## src/rtl/decoder_controller.sv

```systemverilog
// decoder_controller: sequences the five inverse round steps (RC, RE, PE, RO, CP) per round and per file.
// Optional: define DEC_TIMEOUT_EN to add a per-step watchdog that aborts the run and raises error.
module decoder_controller #(
    parameter int NUM_FILES      = 64,
    parameter int NUM_ROUNDS     = 24,
    parameter int TIMEOUT_CYCLES = 1023
) (
    input  logic       clk,
    input  logic       rst,
    input  logic       start,
    input  logic       RC_finish,
    input  logic       RE_finish,
    input  logic       PE_finish,
    input  logic       RO_finish,
    input  logic       CP_finish,
    output logic       RC_start,
    output logic       RE_start,
    output logic       PE_start,
    output logic       RO_start,
    output logic       CP_start,
    output logic [9:0] file_index,
    output logic [4:0] iteration,
    output logic       busy,
    output logic       done,
    output logic       error
);
    typedef enum logic [3:0] {
        IDLE, RC_S, RC_W, RE_S, RE_W, PE_S, PE_W, RO_S, RO_W, CP_S, CP_W, DONE
    } state_t;

    localparam logic [9:0] LAST_FILE  = 10'(NUM_FILES - 1);
    localparam logic [4:0] LAST_ROUND = 5'(NUM_ROUNDS - 1);

    if (NUM_FILES < 1 || NUM_FILES > 1024) begin : g_bad_files
        $error("NUM_FILES must be 1..1024");
    end
    if (NUM_ROUNDS < 1 || NUM_ROUNDS > 32) begin : g_bad_rounds
        $error("NUM_ROUNDS must be 1..32");
    end
    if (TIMEOUT_CYCLES < 1 || TIMEOUT_CYCLES > 1023) begin : g_bad_timeout
        $error("TIMEOUT_CYCLES must be 1..1023");
    end

    state_t     state, state_n;
    logic [9:0] file_n;
    logic [4:0] iter_n;
    logic       timeout;

`ifdef DEC_TIMEOUT_EN
    localparam logic [9:0] WD_LAST = 10'(TIMEOUT_CYCLES - 1);
    logic       stalled;
    logic [9:0] wd_q;
    logic       err_q;

    assign stalled = (state == RC_W && !RC_finish) || (state == RE_W && !RE_finish) ||
                     (state == PE_W && !PE_finish) || (state == RO_W && !RO_finish) ||
                     (state == CP_W && !CP_finish);
    assign timeout = stalled && wd_q == WD_LAST;
    assign error   = err_q;

    // Watchdog counts stalled W cycles and is zero on every W entry; error is sticky until the next accepted start.
    always_ff @(posedge clk or negedge rst) begin
        if (!rst) begin
            wd_q  <= '0;
            err_q <= 1'b0;
        end else begin
            wd_q  <= stalled ? wd_q + 10'd1 : '0;
            err_q <= (state == IDLE && start) ? 1'b0 : (timeout ? 1'b1 : err_q);
        end
    end
`else
    assign timeout = 1'b0;
    assign error   = 1'b0;
`endif

    // Step sequencing plus the round/file bookkeeping done when the colParity step finishes.
    always_comb begin
        state_n = state;
        file_n  = file_index;
        iter_n  = iteration;
        case (state)
            IDLE: if (start) begin
                state_n = RC_S;
                file_n  = '0;
                iter_n  = LAST_ROUND;
            end
            RC_S: state_n = RC_W;
            RC_W: state_n = RC_finish ? RE_S : RC_W;
            RE_S: state_n = RE_W;
            RE_W: state_n = RE_finish ? PE_S : RE_W;
            PE_S: state_n = PE_W;
            PE_W: state_n = PE_finish ? RO_S : PE_W;
            RO_S: state_n = RO_W;
            RO_W: state_n = RO_finish ? CP_S : RO_W;
            CP_S: state_n = CP_W;
            CP_W: if (CP_finish) begin
                state_n = RC_S;
                if (iteration != '0) iter_n = iteration - 5'd1;
                else if (file_index != LAST_FILE) begin
                    file_n = file_index + 10'd1;
                    iter_n = LAST_ROUND;
                end else state_n = DONE;
            end
            default: state_n = IDLE;
        endcase
        if (timeout) state_n = IDLE;
    end

    // State and datapath index registers.
    always_ff @(posedge clk or negedge rst) begin
        if (!rst) begin
            state      <= IDLE;
            file_index <= '0;
            iteration  <= LAST_ROUND;
        end else begin
            state      <= state_n;
            file_index <= file_n;
            iteration  <= iter_n;
        end
    end

    assign RC_start = state == RC_S;
    assign RE_start = state == RE_S;
    assign PE_start = state == PE_S;
    assign RO_start = state == RO_S;
    assign CP_start = state == CP_S;
    assign busy     = state != IDLE;
    assign done     = state == DONE;
endmodule

```

## config.mk

```make
export PLATFORM = sky130hd
export DESIGN_NAME = decoder_controller
export DESIGN_NICKNAME = d
export VERILOG_FILES = /design/src/rtl/decoder_controller.sv
export SDC_FILE = /design/constraint.sdc
export NUM_CORES = 1
export LEC_CHECK = 0
export ABC_CLOCK_PERIOD_IN_PS = 4900
export CORE_UTILIZATION = 52
export DETAILED_ROUTE_END_ITERATION = 10
export GPL_ROUTABILITY_DRIVEN = 0
export PLACE_DENSITY = 0.82
export SLEW_MARGIN = 20
export SYNTH_ARGS = -nofsm -noshare
export SYNTH_HDL_FRONTEND = slang
export SYNTH_SLANG_ARGS = --single-unit
```

## constraint.sdc

```tcl
create_clock -name clk -period 4.9 [get_ports clk]
set_clock_uncertainty 0.1 [all_clocks]
set_input_delay 0.98 -clock clk [delete_from_list [all_inputs] [get_ports clk]]
set_output_delay 0.98 -clock clk [all_outputs]
set_load 0.005 [all_outputs]
```

==> results.py, run 1 <==
metrics = {
    "cts": {
        "post_cts_resized": 0,
        "cts_sinks": 19,
        "cts_root_buf": "clkbuf_4",
        "cts_buffers": 3,
        "postCtsSetupBuffers": 0,
        "cts_buffer_depth": 2,
        "cts_tree": "yes",
        "cts_hold_buf": 0,
        "htree_levels": 1,
        "clk_pin_slew_worst_paths_ns": 0.11,
        "clock_latency_ns": 0.30,
    },
    "yosys": {
        "yosysSeqAreaShare_pct": 38.4,
        "synth_edf_count": 0,
        "ys.flop_type": "dfrtp_1",
        "synthesis.instances": 140,
        "ys_ff_latch": 19,
        "synth_cell_types": 50,
        "syn_nets": 150,
        "synth_area_leader_cell": "dfrtp_1",
        "synth_warnings": 0,
        "avgSynthCellArea_um2": 8.95,
        "async_flop_share_pct": 100,
        "synth_common_cells": "15 x dfrtp_1, 15 x nor2_1, 10 x nand2_1",
        "synth_top_area_share_pct": 30.0,
        "synth.area.top_cells": "dfrtp_1 30%, dfstp_2 8.4%, nor2_1 4.5%",
        "synth_area_um2": 1250,
    },
    "timing": {
        "slew_viol_final": 0,
        "relSlewSlack_pct": 42.8,
        "rsz0062_at_grt": "false",
        "setup_viol": 0,
        "fmax_mhz": 334,
        "worstMarginPinSlew_ns": 0.855,
        "layout_setup_ws_ns": 1.91,
        "period_share_pct": 61.1,
        "period_minus_slack_ns": 2.99,
        "fin_setup_tns_ns": 0,
        "holdWs_ns": 0.423,
        "hold_violations": 0,
    },
    "critical_path": {
        "worstPathArrival_ns": 1.91,
        "cp-end-kind": "primary output",
        "cp_slowest_cell": "dfrtp_1",
        "cp.required_ns": 3.82,
        "cp_max_fo": 13,
        "crit_chain": "or2b_1 > nor2_1 > clkdlybuf4s50_1",
        "path_class": "reg -> out",
        "worstSetupStartpointType": "register",
        "cpPeakStageDelay_ns": 0.57,
        "cp_top_family": "flip-flops",
        "worst-path-buf-inv": 1,
    },
    "floorplan": {
        "start_util_pct": 56.1,
        "die_w_um": 51.1,
        "coreArea_um2": 2230,
        "rows": 17,
        "dieArea_um2": 2610,
        "ioPinCount": 31,
        "die_h_um": 51.1,
    },
    "grt": {
        "antenna_found_initial": 0,
        "use_met1_pct": 33.3,
        "grtUsageMet3_pct": 4.17,
        "grtUsageMet2_pct": 40.4,
        "grt_busiest_layer": "met2",
        "grt_usage_pct": 25.2,
        "grt_start_max_net_pins": 20,
        "grt_pass1_wl_um": 4840,
        "grt_pass1_vias": 1075,
        "grt_overflow_total": 0,
    },
    "power": {
        "p_leak_uw": 0.000626,
        "p_per_area_nw_per_um2": 344,
        "vdd_drop_max_v": 0.000247,
    },
    "final_layout": {
        "layout-drive-gt1-share_pct": 11.4,
        "final_util_pct": 69.7,
        "antenna_cells": 0,
        "final_cell_count_no_fill": 194,
        "area_delta_synth_final_pct": 24.4,
        "final_nets": 177,
        "fill_cells": 187,
    },
    "routing": {
        "drtIter0Drc": 37,
        "wl_per_cell_um": 15.0,
        "firstDrtPassIters": 4,
        "vias": 1180,
        "wl_um": 2910,
        "antenna_left": 0,
        "vias_per_cell": 6.08,
        "drc": 0,
    },
    "placed_design": {
        "dp.cells": 190,
        "dp_hpwl_um": 2160,
        "port_buffers": 29,
        "pre_cts_ws_ns": 1.86,
    },
    "min_path": {
        "worstHoldPathType": "reg -> reg",
    },
    "run": {
        "max-cap-violations": 0,
    },
    "run_status": {
        "status": "complete, no violations",
    },
}
[metal layers]
| layer | vias to the layer above | part of all wire [%] | routed length, um |
|---|---|---|---|
| li1 | 566 | - | - |
| met1 | 555 | 43 | 1260 |
| met4 | 0 | 2.1 | 60 |
| met5 | - | 0 | 0 |
| met2 | 52 | 49 | 1430 |
| met3 | 7 | 5.7 | 166 |
[layout make-up]
| type | instances | area [um2] | share of cell area [%] |
|---|---|---|---|
| well taps | 28 | 35.0 | 2.25 |
| repair buffers | 29 | 290 | 18.6 |
| inverters | 5 | 18.8 | 1.20 |
| clock buffers | 3 | 22.5 | 1.45 |
| clock inverters | 1 | 5.00 | 0.321 |
| multi-input cells | 109 | 706 | 45.3 |
| flip-flops and latches | 19 | 480 | 30.8 |
[cells in the final DEF (no fill, tap or decap), types with 2 or more instances in the layout]
cell type,Yosys,routed
o41ai_1,2,2
clkdlybuf4s50_1,0,29
or3_1,2,2
ha_1,2,2
nor2_1,15,15
nand2b_1,4,4
o21ai_1,2,2
or4_1,4,4
a21oi_1,6,6
a21o_1,2,2
clkbuf_4,0,3
dfrtp_1,15,15
inv_1,5,5
a31oi_1,2,2
o22ai_1,2,2
nor3_1,5,5
nand2_1,10,10
dfstp_2,4,4
and3_1,4,4
nand3_1,6,6
o21ai_0,9,9
o31ai_1,6,6
[through the flow]
step	total power [uW]	cell area [um2]
finish	535	1560
global route	574	1560
CTS	535	1560
detailed placement	454	1530
global placement	446	1530
floorplan	385	1250
[cell families (layout without fill, tap and decap cells)]
kind of cell	Yosys count	in the layout	share of synthesized area (%)
adder cells (fa/ha/maj)	2	2	2.00
buffers and inverters	12	38	5.29
other	1	1	0.299
AND/OR/NAND/NOR	64	64	30.9
flip-flops	19	19	38.4
XOR/XNOR	1	1	0.699
multiplexers	1	1	0.799
AO/OA/AOI/OAI	40	40	21.7
[worst register-to-register path: cells and delay by family (launching register included)]
kind,cells,cell delay [ns]
AND/OR/NAND/NOR,3,0.97
flip-flops,1,0.57
AO/OA/AOI/OAI,2,0.55
[power by group]
part           leakage (uW)  switching [uW]  total [uW]  internal [uW]
sequential         0.000247            49.7         229            179
combinational      0.000362             117         226            109
clock             0.0000177            49.3        79.7           30.4
[state kept, by name, summed over array words and instances (netlist names)]
name        flops
file_index     10
iteration       5
state           4
[path summary, 6_finish.rpt]
check / cells after the start / endpoint / from / slack (ns)
worst min-delay path: 2 / iteration[4]$_DFFE_PN1P_ / iteration[4]$_DFFE_PN1P_ / 0.42
max in group asynchronous: 1 / state[1]$_DFFE_PN0P_ / rst / 3.12
min in group asynchronous: 1 / state[3]$_DFFE_PN0P_ / rst / 1.06
worst min register to register: 2 / iteration[4]$_DFFE_PN1P_ / iteration[4]$_DFFE_PN1P_ / 0.42
worst max-delay path: 3 / RO_start / state[3]$_DFFE_PN0P_ / 1.91
worst max register to register: 5 / file_index[5]$_DFFE_PN0P_ / state[3]$_DFFE_PN0P_ / 2.65
Note: power is estimated with default switching activity, not from simulation.
==> inputs of run 2 (changes only) <==
--- a/config.mk
+++ b/config.mk
@@ -5,11 +5,11 @@
 export SDC_FILE = /design/constraint.sdc
 export NUM_CORES = 1
 export LEC_CHECK = 0
-export ABC_CLOCK_PERIOD_IN_PS = 4900
-export CORE_UTILIZATION = 52
+export ABC_CLOCK_PERIOD_IN_PS = 2700
+export CORE_UTILIZATION = 44
 export DETAILED_ROUTE_END_ITERATION = 10
 export GPL_ROUTABILITY_DRIVEN = 0
-export PLACE_DENSITY = 0.82
+export PLACE_DENSITY = 0.73
 export SLEW_MARGIN = 20
 export SYNTH_ARGS = -nofsm -noshare
 export SYNTH_HDL_FRONTEND = slang
==> constraint.sdc (replaced) <==
create_clock -name clk -period 2.7 [get_ports clk]
set_clock_uncertainty 0.1 [all_clocks]
set_input_delay 0.54 -clock clk [delete_from_list [all_inputs] [get_ports clk]]
set_output_delay 0.54 -clock clk [all_outputs]
set_load 0.005 [all_outputs]
==> results.py, run 2 (same netlist as run 1, synthesis figures left out) <==
metrics = {
    "cts": {
        "postCtsSetupBuffers": 0,
        "htree_levels": 1,
        "post_cts_resized": 0,
        "clock_latency_ns": 0.32,
        "cts_sinks": 19,
        "cts_hold_buf": 0,
        "cts_tree": "yes",
        "clk_pin_slew_worst_paths_ns": 0.12,
        "cts_buffer_depth": 2,
        "cts_buffers": 3,
        "cts_root_buf": "clkbuf_4",
    },
    "grt": {
        "antenna_found_initial": 0,
        "grt_usage_pct": 21.1,
        "grt_pass1_wl_um": 5240,
        "grt_start_max_net_pins": 20,
        "grt_pass1_vias": 1145,
        "grt_overflow_total": 0,
    },
    "critical_path": {
        "cp.required_ns": 2.06,
        "worstSetupStartpointType": "register",
        "cp_top_family": "buffers and inverters",
        "worstPathArrival_ns": 1.81,
        "cp-end-kind": "primary output",
        "path_class": "reg -> out",
        "cp_slowest_cell": "clkdlybuf4s50_1",
        "reg2reg_slack_ns": 0.53,
        "cpPeakStageDelay_ns": 0.54,
        "worst-path-buf-inv": 1,
        "cp_max_fo": 12,
        "crit_chain": "nand2b_1 > nor3_1 > clkdlybuf4s50_1",
    },
    "routing": {
        "wl_per_cell_um": 14.9,
        "drtIter0Drc": 56,
        "vias_per_cell": 5.90,
        "drc": 0,
        "firstDrtPassIters": 4,
        "antenna_left": 0,
        "wl_um": 2980,
        "vias": 1179,
    },
    "placed_design": {
        "port_buffers": 29,
        "dp_hpwl_um": 2170,
        "dp.cells": 196,
    },
    "min_path": {
        "worstHoldPathType": "reg -> reg",
    },
    "power": {
        "p_leak_uw": 0.000645,
        "vdd_drop_max_v": 0.000575,
        "clkPwrFrac_pct": 15.1,
        "switching_power_uw": 405,
        "switching_share_pct": 40.5,
        "pwr-share-seq_pct": 40.4,
        "combPwrFrac_pct": 44.5,
        "p_per_area_nw_per_um2": 629,
        "p_int_uw": 595,
    },
    "floorplan": {
        "die_h_um": 55.4,
        "die_w_um": 55.4,
        "coreArea_um2": 2590,
        "rows": 18,
        "start_util_pct": 48.4,
        "dieArea_um2": 3060,
        "ioPinCount": 31,
    },
    "final_layout": {
        "layout-drive-gt1-share_pct": 13.5,
        "largest_register_ffs": 10,
        "layout_common_cells": "29 x clkdlybuf4s50_1, 15 x nor2_1, 15 x dfrtp_1, 10 x nand2_1, 9 x o21ai_0",
        "reg_top3": "file_index x10, iteration x5, state x4",
        "antenna_cells": 0,
        "top_register": "file_index",
        "final_nets": 181,
        "fill_cells": 237,
        "final_cell_count_no_fill": 200,
        "mostFrequentLayoutCell": "clkdlybuf4s50_1",
        "area_delta_synth_final_pct": 27.0,
        "multi_input_area_um2": 706,
        "seqCellArea_um2": 480,
    },
    "timing": {
        "fmax_mhz": 409,
        "hold_violations": 0,
        "slew_viol_final": 0,
        "setup_viol": 0,
        "rsz0062_at_grt": "false",
        "fin_setup_tns_ns": 0,
        "period_share_pct": 90.6,
        "period_minus_slack_ns": 2.45,
    },
    "run": {
        "max-cap-violations": 0,
    },
    "run_status": {
        "status": "complete, no violations",
    },
}
==> run 2: power by group through the flow <==
stage	sequential, uW	combinational [uW]	clock, uW
after floorplan	367	331	0
after global placement	405	433	0
after detailed placement	409	442	0
after CTS	403	446	154
after global routing	414	488	164
final	404	445	151
==> run 2: final timing paths <==
kind                                                start                   endpoint  depth (start not counted)
worst max-delay path                 state[1]$_DFFE_PN0P_                   RC_start                          3
worst min-delay path             iteration[4]$_DFFE_PN1P_   iteration[4]$_DFFE_PN1P_                          2
worst max register to register  file_index[0]$_DFFE_PN0P_  file_index[9]$_DFFE_PN0P_                          6
worst min register to register   iteration[4]$_DFFE_PN1P_   iteration[4]$_DFFE_PN1P_                          2
max in group asynchronous                             rst   iteration[4]$_DFFE_PN1P_                          2
min in group asynchronous                             rst       state[3]$_DFFE_PN0P_                          2
==> run 2: per-layer routing <==
| metal | routed length [um] | up-vias | share of wire [%] | global-route usage [%] |
|---|---|---|---|---|
| li1 | - | 570 | - | - |
| met1 | 1400 | 577 | 47 | 27.8 |
| met2 | 1440 | 28 | 48 | 35.5 |
| met3 | 117 | 4 | 3.9 | 5.39 |
| met4 | 25 | 0 | 0.84 | 3.57 |
| met5 | 0 | - | 0 | 0 |
==> run 2: layout make-up <==
| cell class | count | share of cell area [%] |
|---|---|---|
| clock buffer | 3 | 1.42 |
| multi-input combinational | 109 | 44.4 |
| inverter | 5 | 1.18 |
| tap | 30 | 2.36 |
| sequential | 19 | 30.2 |
| clock inverter | 1 | 0.315 |
| timing repair buffer | 33 | 20.1 |
==> run 2: worst reg2reg max path, delay by kind of cell (launching register included) <==
kind / cells / cell delay (ns)
and+or+nand+nor: 3 / 0.81
AOI/OAI and AO/OA: 2 / 0.53
DFF: 1 / 0.44
adders and majority gates: 1 / 0.25
==> run 2: through the flow <==
| stage | instance area [um2] | util [%] | power [uW] | setup slack (ns) | hold WS, ns |
|---|---|---|---|---|---|
| after detailed placement | 1560 | 60.3 | 851 | 0.270 | 0.403 |
| after floorplan | 1250 | - | 698 | 0.766 | 0.144 |
| after global placement | 1560 | 60.3 | 839 | 0.338 | 0.399 |
| after global routing | 1590 | 61.4 | 1070 | 0.108 | 0.444 |
| final | 1590 | 61.4 | 1000 | 0.253 | 0.417 |
| after CTS | 1590 | 61.4 | 1000 | 0.238 | 0.421 |
==> inputs of run 3 (changes only) <==
--- a/config.mk
+++ b/config.mk
@@ -6,7 +6,9 @@
 export NUM_CORES = 1
 export LEC_CHECK = 0
 export ABC_CLOCK_PERIOD_IN_PS = 2700
+export CAP_MARGIN = 30
 export CORE_UTILIZATION = 44
+export CTS_CLUSTER_SIZE = 20
 export DETAILED_ROUTE_END_ITERATION = 10
 export GPL_ROUTABILITY_DRIVEN = 0
 export PLACE_DENSITY = 0.73
==> results of run 3 <==
Final layout, timing and power as in run 2 (identical DEF).
